File: config.mk
export PLATFORM = sky130hd
export DESIGN_NAME = alu_cmd_sequencer
export DESIGN_NICKNAME = d
export VERILOG_FILES = /design/src/rtl/alu_pkg.sv /design/src/rtl/alu_cmd_sequencer.sv
export SDC_FILE = /design/constraint.sdc
export NUM_CORES = 1
export LEC_CHECK = 0
export ABC_CLOCK_PERIOD_IN_PS = 1800
export CAP_MARGIN = 30
export CORE_AREA = 2 2 108 110
export DETAILED_ROUTE_END_ITERATION = 8
export DIE_AREA = 0 0 110 112
export GPL_TIMING_DRIVEN = 0
export PLACE_DENSITY_LB_ADDON = 0.15
export SYNTH_ARGS = -nofsm -noshare
export SYNTH_HDL_FRONTEND = slang
export SYNTH_SLANG_ARGS = --single-unit
File: constraint.sdc
create_clock -name clk -period 1.8 [get_ports clk]
set_input_delay 0.18 -clock clk [delete_from_list [all_inputs] [get_ports clk]]
set_output_delay 0.18 -clock clk [all_outputs]
set_load 0.01 [all_outputs]
File: src/rtl/alu_pkg.sv
// Shared ALU definitions: datapath width, opcode encodings and the
// command sequencer FSM state encoding.
package alu_pkg;

   localparam int WIDTH = 32;

   localparam logic [2:0] OP_ADD     = 3'b000;
   localparam logic [2:0] OP_SHL     = 3'b001;
   localparam logic [2:0] OP_TRUNC   = 3'b010;
   localparam logic [2:0] OP_AND     = 3'b011;
   localparam logic [2:0] OP_OR      = 3'b100;
   localparam logic [2:0] OP_NOT     = 3'b101;
   localparam logic [2:0] OP_XOR     = 3'b110;
   localparam logic [2:0] OP_ILLEGAL = 3'b111;

   localparam logic [1:0] ST_IDLE  = 2'd0;
   localparam logic [1:0] ST_ISSUE = 2'd1;
   localparam logic [1:0] ST_HOLD  = 2'd2;

endpackage

File: src/rtl/alu_cmd_sequencer.sv
// Initiator for the combinational ALU: accepts one command at a time,
// drives registered x/y/op, samples f one cycle later and returns it.
// Ports: clk, rst (sync, active-high); cmd_* valid/ready command input;
// alu_x/alu_y/alu_op to the ALU, alu_f back; res_* valid/ready result;
// op_count counts result handshakes (wraps).
// Optional: define ALU_CHAIN_EN to let cmd_chain feed the last legal
// result back as the x operand.
module alu_cmd_sequencer
   import alu_pkg::*;
#(
   parameter int WIDTH = 32,
   parameter int OP_W  = 3,
   parameter int CNT_W = 16
) (
   input  logic             clk,
   input  logic             rst,
   input  logic             cmd_valid,
   output logic             cmd_ready,
   input  logic [OP_W-1:0]  cmd_op,
   input  logic [WIDTH-1:0] cmd_a,
   input  logic [WIDTH-1:0] cmd_b,
   input  logic             cmd_chain,
   output logic [WIDTH-1:0] alu_x,
   output logic [WIDTH-1:0] alu_y,
   output logic [OP_W-1:0]  alu_op,
   input  logic [WIDTH-1:0] alu_f,
   output logic             res_valid,
   input  logic             res_ready,
   output logic [WIDTH-1:0] res_data,
   output logic [OP_W-1:0]  res_op,
   output logic             res_err,
   output logic [CNT_W-1:0] op_count
);

   localparam logic [OP_W-1:0] ILL = OP_W'(OP_ILLEGAL);

   logic [1:0]       state;
   logic [WIDTH-1:0] x_next;

   assign cmd_ready = (state == ST_IDLE);
   assign res_valid = (state == ST_HOLD);

`ifdef ALU_CHAIN_EN
   logic [WIDTH-1:0] chain_q;

   assign x_next = cmd_chain ? chain_q : cmd_a;

   // Only legal results are remembered for chaining.
   always_ff @(posedge clk) begin
      if (rst)
         chain_q <= '0;
      else if (res_valid && res_ready && !res_err)
         chain_q <= res_data;
   end
`else
   logic unused_chain;

   assign unused_chain = cmd_chain;
   assign x_next       = cmd_a;
`endif

   always_ff @(posedge clk) begin
      if (rst) begin
         state    <= ST_IDLE;
         alu_x    <= '0;
         alu_y    <= '0;
         alu_op   <= '0;
         res_data <= '0;
         res_op   <= '0;
         res_err  <= 1'b0;
         op_count <= '0;
      end else begin
         case (state)
            ST_IDLE: begin
               if (cmd_valid) begin
                  if (cmd_op == ILL) begin
                     // Illegal ops skip the ALU; its drive is left alone.
                     res_data <= '0;
                     res_op   <= cmd_op;
                     res_err  <= 1'b1;
                     state    <= ST_HOLD;
                  end else begin
                     alu_x  <= x_next;
                     alu_y  <= cmd_b;
                     alu_op <= cmd_op;
                     state  <= ST_ISSUE;
                  end
               end
            end
            ST_ISSUE: begin
               // Registered drive has settled for one cycle by now.
               res_data <= alu_f;
               res_op   <= alu_op;
               res_err  <= 1'b0;
               state    <= ST_HOLD;
            end
            ST_HOLD: begin
               if (res_ready) begin
                  op_count <= op_count + 1'b1;
                  state    <= ST_IDLE;
               end
            end
            default: state <= ST_IDLE;
         endcase
      end
   end

endmodule

==> impl_results.md <==
* Hold slack at 330 ps
* Status: complete, no violations
* Pin count of the biggest net entering global routing at 17
* Mapped Area at 0.00430 sq mm
* H-tree depth at 4
* Switching Fraction at 0.230
* Final period util at 0.939
* Core area at 0.0112 sq mm
* Mapped Avg Cell Area at 8.99 sq um
* GRT overflow at 0
* CTS Sinks at 121
* Hold crit path type: in2reg
* Max Slew Vio Count at 0
* F_max at 592 MHz
* Std cell rows at 39
* Fillcell total at 944
* Min cycle time layout at 1690 ps
* Clock Power Share at 0.451
* Peak supply drop at 0.589 mV
* CP Data Required Time at 2060 ps
* Final WL at 12600 um
* DIE AREA at 0.0123 sq mm
* CTS Buffer Depth at 2
* Reg2Reg Depth at 6
* Mean routed wirelength per cell at 14.4 um
* Hold Vio Cnt, Final at 0
* Synth unique cells at 34
* CP endpoint kind: flop
* PortBufs at 223
* # DRC at 0
* Top cells by area, synth: dfxtp_1 56%, nand2_1 12%, a21oi_1 8.0%
* Via count at 4235
* Seq/Total Area, Yosys at 0.564
* Synth warn at 0
* #FFs+latches synth at 121
* Switch Pwr at 1.66 mW
* Cells after Synth at 478
* Layout cell share with drive strength beyond 1 at 0.0779
* Worst-Margin Slew at 510 ps
* Syn Nets at 583
* Worst rel slew slack at 0.660
* Diodes inserted at 0
* Die height at 112 um
* Drt initial violations at 194
* Layout net count at 825
* Initial Utilization at 0.385
* Lkg Pwr at 2.77 nW
* Setup Skew at 4.44 ps
* Global-route wire length before repair at 20200 um
* Fin worst setup slack at 110 ps
* Critical Path Fanout Max at 10
* Synth area leader: dfxtp_1
* # IOs at 225
* Initial antenna violation count at 0
* Sequential Power Share at 0.404
* Crit path arrival time at 1950 ps
* Hold Path Depth at 3
* CTS tree: done
* Routed Antenna Nets at 0
* Internal Power at 5.57 mW
* RD Place Congestion at 0.786
* Clock-pin slew on the worst setup and hold paths at 50 ps
* PwrDens at 990 mW/mm^2
* Clk_lat worst skew at 400 ps
* Logic gate share of total power at 0.145
* Maxcap violations at 0
* Clock Tree Root: clkbuf_16
* Final setup fails at 0
* Final HPWL DP at 9640 um
* TritonCTS Buffers at 17
* Yosys top cell area share at 0.564
* Drt via density at 4.84
* Vias in the first global route at 4212
* RSZ-0062 raised after global routing: false
* Kind of critical path: reg2reg
* Synth-to-Final Area Change at 69.9%
* Die width at 110 um
* Critical Path Source Type: flop
* Gr usage total at 0.210
* First drt pass iteration count at 4
* DP Worst Slack at -391 ps
sequential cells by signal (all words and copies together) (netlist names):
register	cells
alu_op	3
alu_x	32
state	2
alu_y	32
op_count	16
res_err	1
res_data	32
res_op	3
Yosys cell counts (all sizes together):
library cell  number
and4               1
mux2               1
mux2i              1
nand4b             1
buf               14
or4                1
nand2            134
ha                 1
or3b               1
a41oi              2
nor4               2
nand4              5
nor3               8
a22o              32
a31o               1
xnor2              5
o31ai              1
inv                1
a31oi              1
nand3              5
clkbuf            18
nor2              30
or3                2
a21oi             69
nand3b             1
or2                1
and4b              1
nand2b             2
xor2               5
dfxtp            121
and3               3
nor2b              4
o21ai              3
power by group through the flow:
stage	Combinational (mW)	Clock, mW	Sequential [mW]
2_1_floorplan	0.348	0	3.04
3_3_place_gp	1.04	0	2.97
3_5_place_dp	1.05	0	2.98
4_1_cts	1.06	3.34	2.92
5_1_grt	1.15	3.46	2.94
6_report	1.05	3.26	2.92
placed cells by master (no fill, tap or decap), types with 6 or more instances in the layout:
master / count
dfxtp_1: 119
nand2_1: 134
clkbuf_16: 17
a22o_1: 32
buf_6: 8
clkdlybuf4s50_1: 222
buf_2: 6
clkbuf_1: 17
nor2_1: 28
a21oi_1: 69
nor3_1: 8
metrics by stage:
stage / util / instance area [sq um] / setup TNS, ps / instances / power (mW)
3_5_place_dp: 0.600 / 6710 / -26930 / 844 / 4.03
4_1_cts: 0.652 / 7280 / 0 / 875 / 7.32
6_report: 0.653 / 7300 / 0 / 875 / 7.23
3_3_place_gp: 0.600 / 6710 / -26290 / 844 / 4.01
5_1_grt: 0.653 / 7300 / 0 / 875 / 7.55
2_1_floorplan: - / 4300 / 0 / 478 / 3.39
worst paths after layout:
kind,endpoint,slack [ps],start
worst min-delay path,alu_x[17]$_SDFFE_PP0P_,330,cmd_a[17]
worst max register to register,alu_x[26]$_SDFFE_PP0P_,110,state[0]$_SDFFE_PP0P_
worst max-delay path,alu_x[26]$_SDFFE_PP0P_,110,state[0]$_SDFFE_PP0P_
worst min register to register,alu_y[1]$_SDFFE_PP0P_,450,alu_y[1]$_SDFFE_PP0P_
worst max-delay path, cell delays in order (launching register included):
cell     delay, ps
dfxtp_1        380
or3b_4         430
a31o_2         250
buf_2          200
buf_6          160
nand2_1         60
a21oi_1         60
kinds of logic (layout without fill, tap and decap cells):
kind of cell / after synthesis / count (layout) / share of synthesized area
mux: 2 / 2 / 0.00495
buf+inv: 33 / 287 / 0.0446
fa+ha+maj: 1 / 1 / 0.00291
compound gates: 109 / 109 / 0.162
flops: 121 / 121 / 0.564
xor+xnor: 10 / 10 / 0.0204
simple gates: 202 / 202 / 0.202
area by class of cell:
cell class | instances | area [sq um] | share of cell area
Multi-Input combinational cell | 324 | 1690 | 0.232
Tap cell | 143 | 179 | 0.0245
Timing Repair Buffer | 223 | 2230 | 0.306
Clock inverter | 8 | 95.1 | 0.0130
Sequential cell | 121 | 2420 | 0.332
Inverter | 1 | 3.75 | 0.000514
Buffer | 32 | 193 | 0.0264
Clock buffer | 23 | 478 | 0.0655
layer usage:
metal,GRT usage,share of wire,vias to the layer above
met5,0,0,-
met4,0.0675,0.016,0
met3,0.0919,0.093,18
met2,0.366,0.50,151
met1,0.225,0.39,1956
li1,-,-,2110
repair_timing:
action	4_1_cts	5_1_grt
endpoints found under the setup margin	1	62
endpoints found under the hold margin	0	0
buffers inserted	0	0
hold buffers	0	0
resized for setup	1	14
Power figures use the tool's default switching activity.
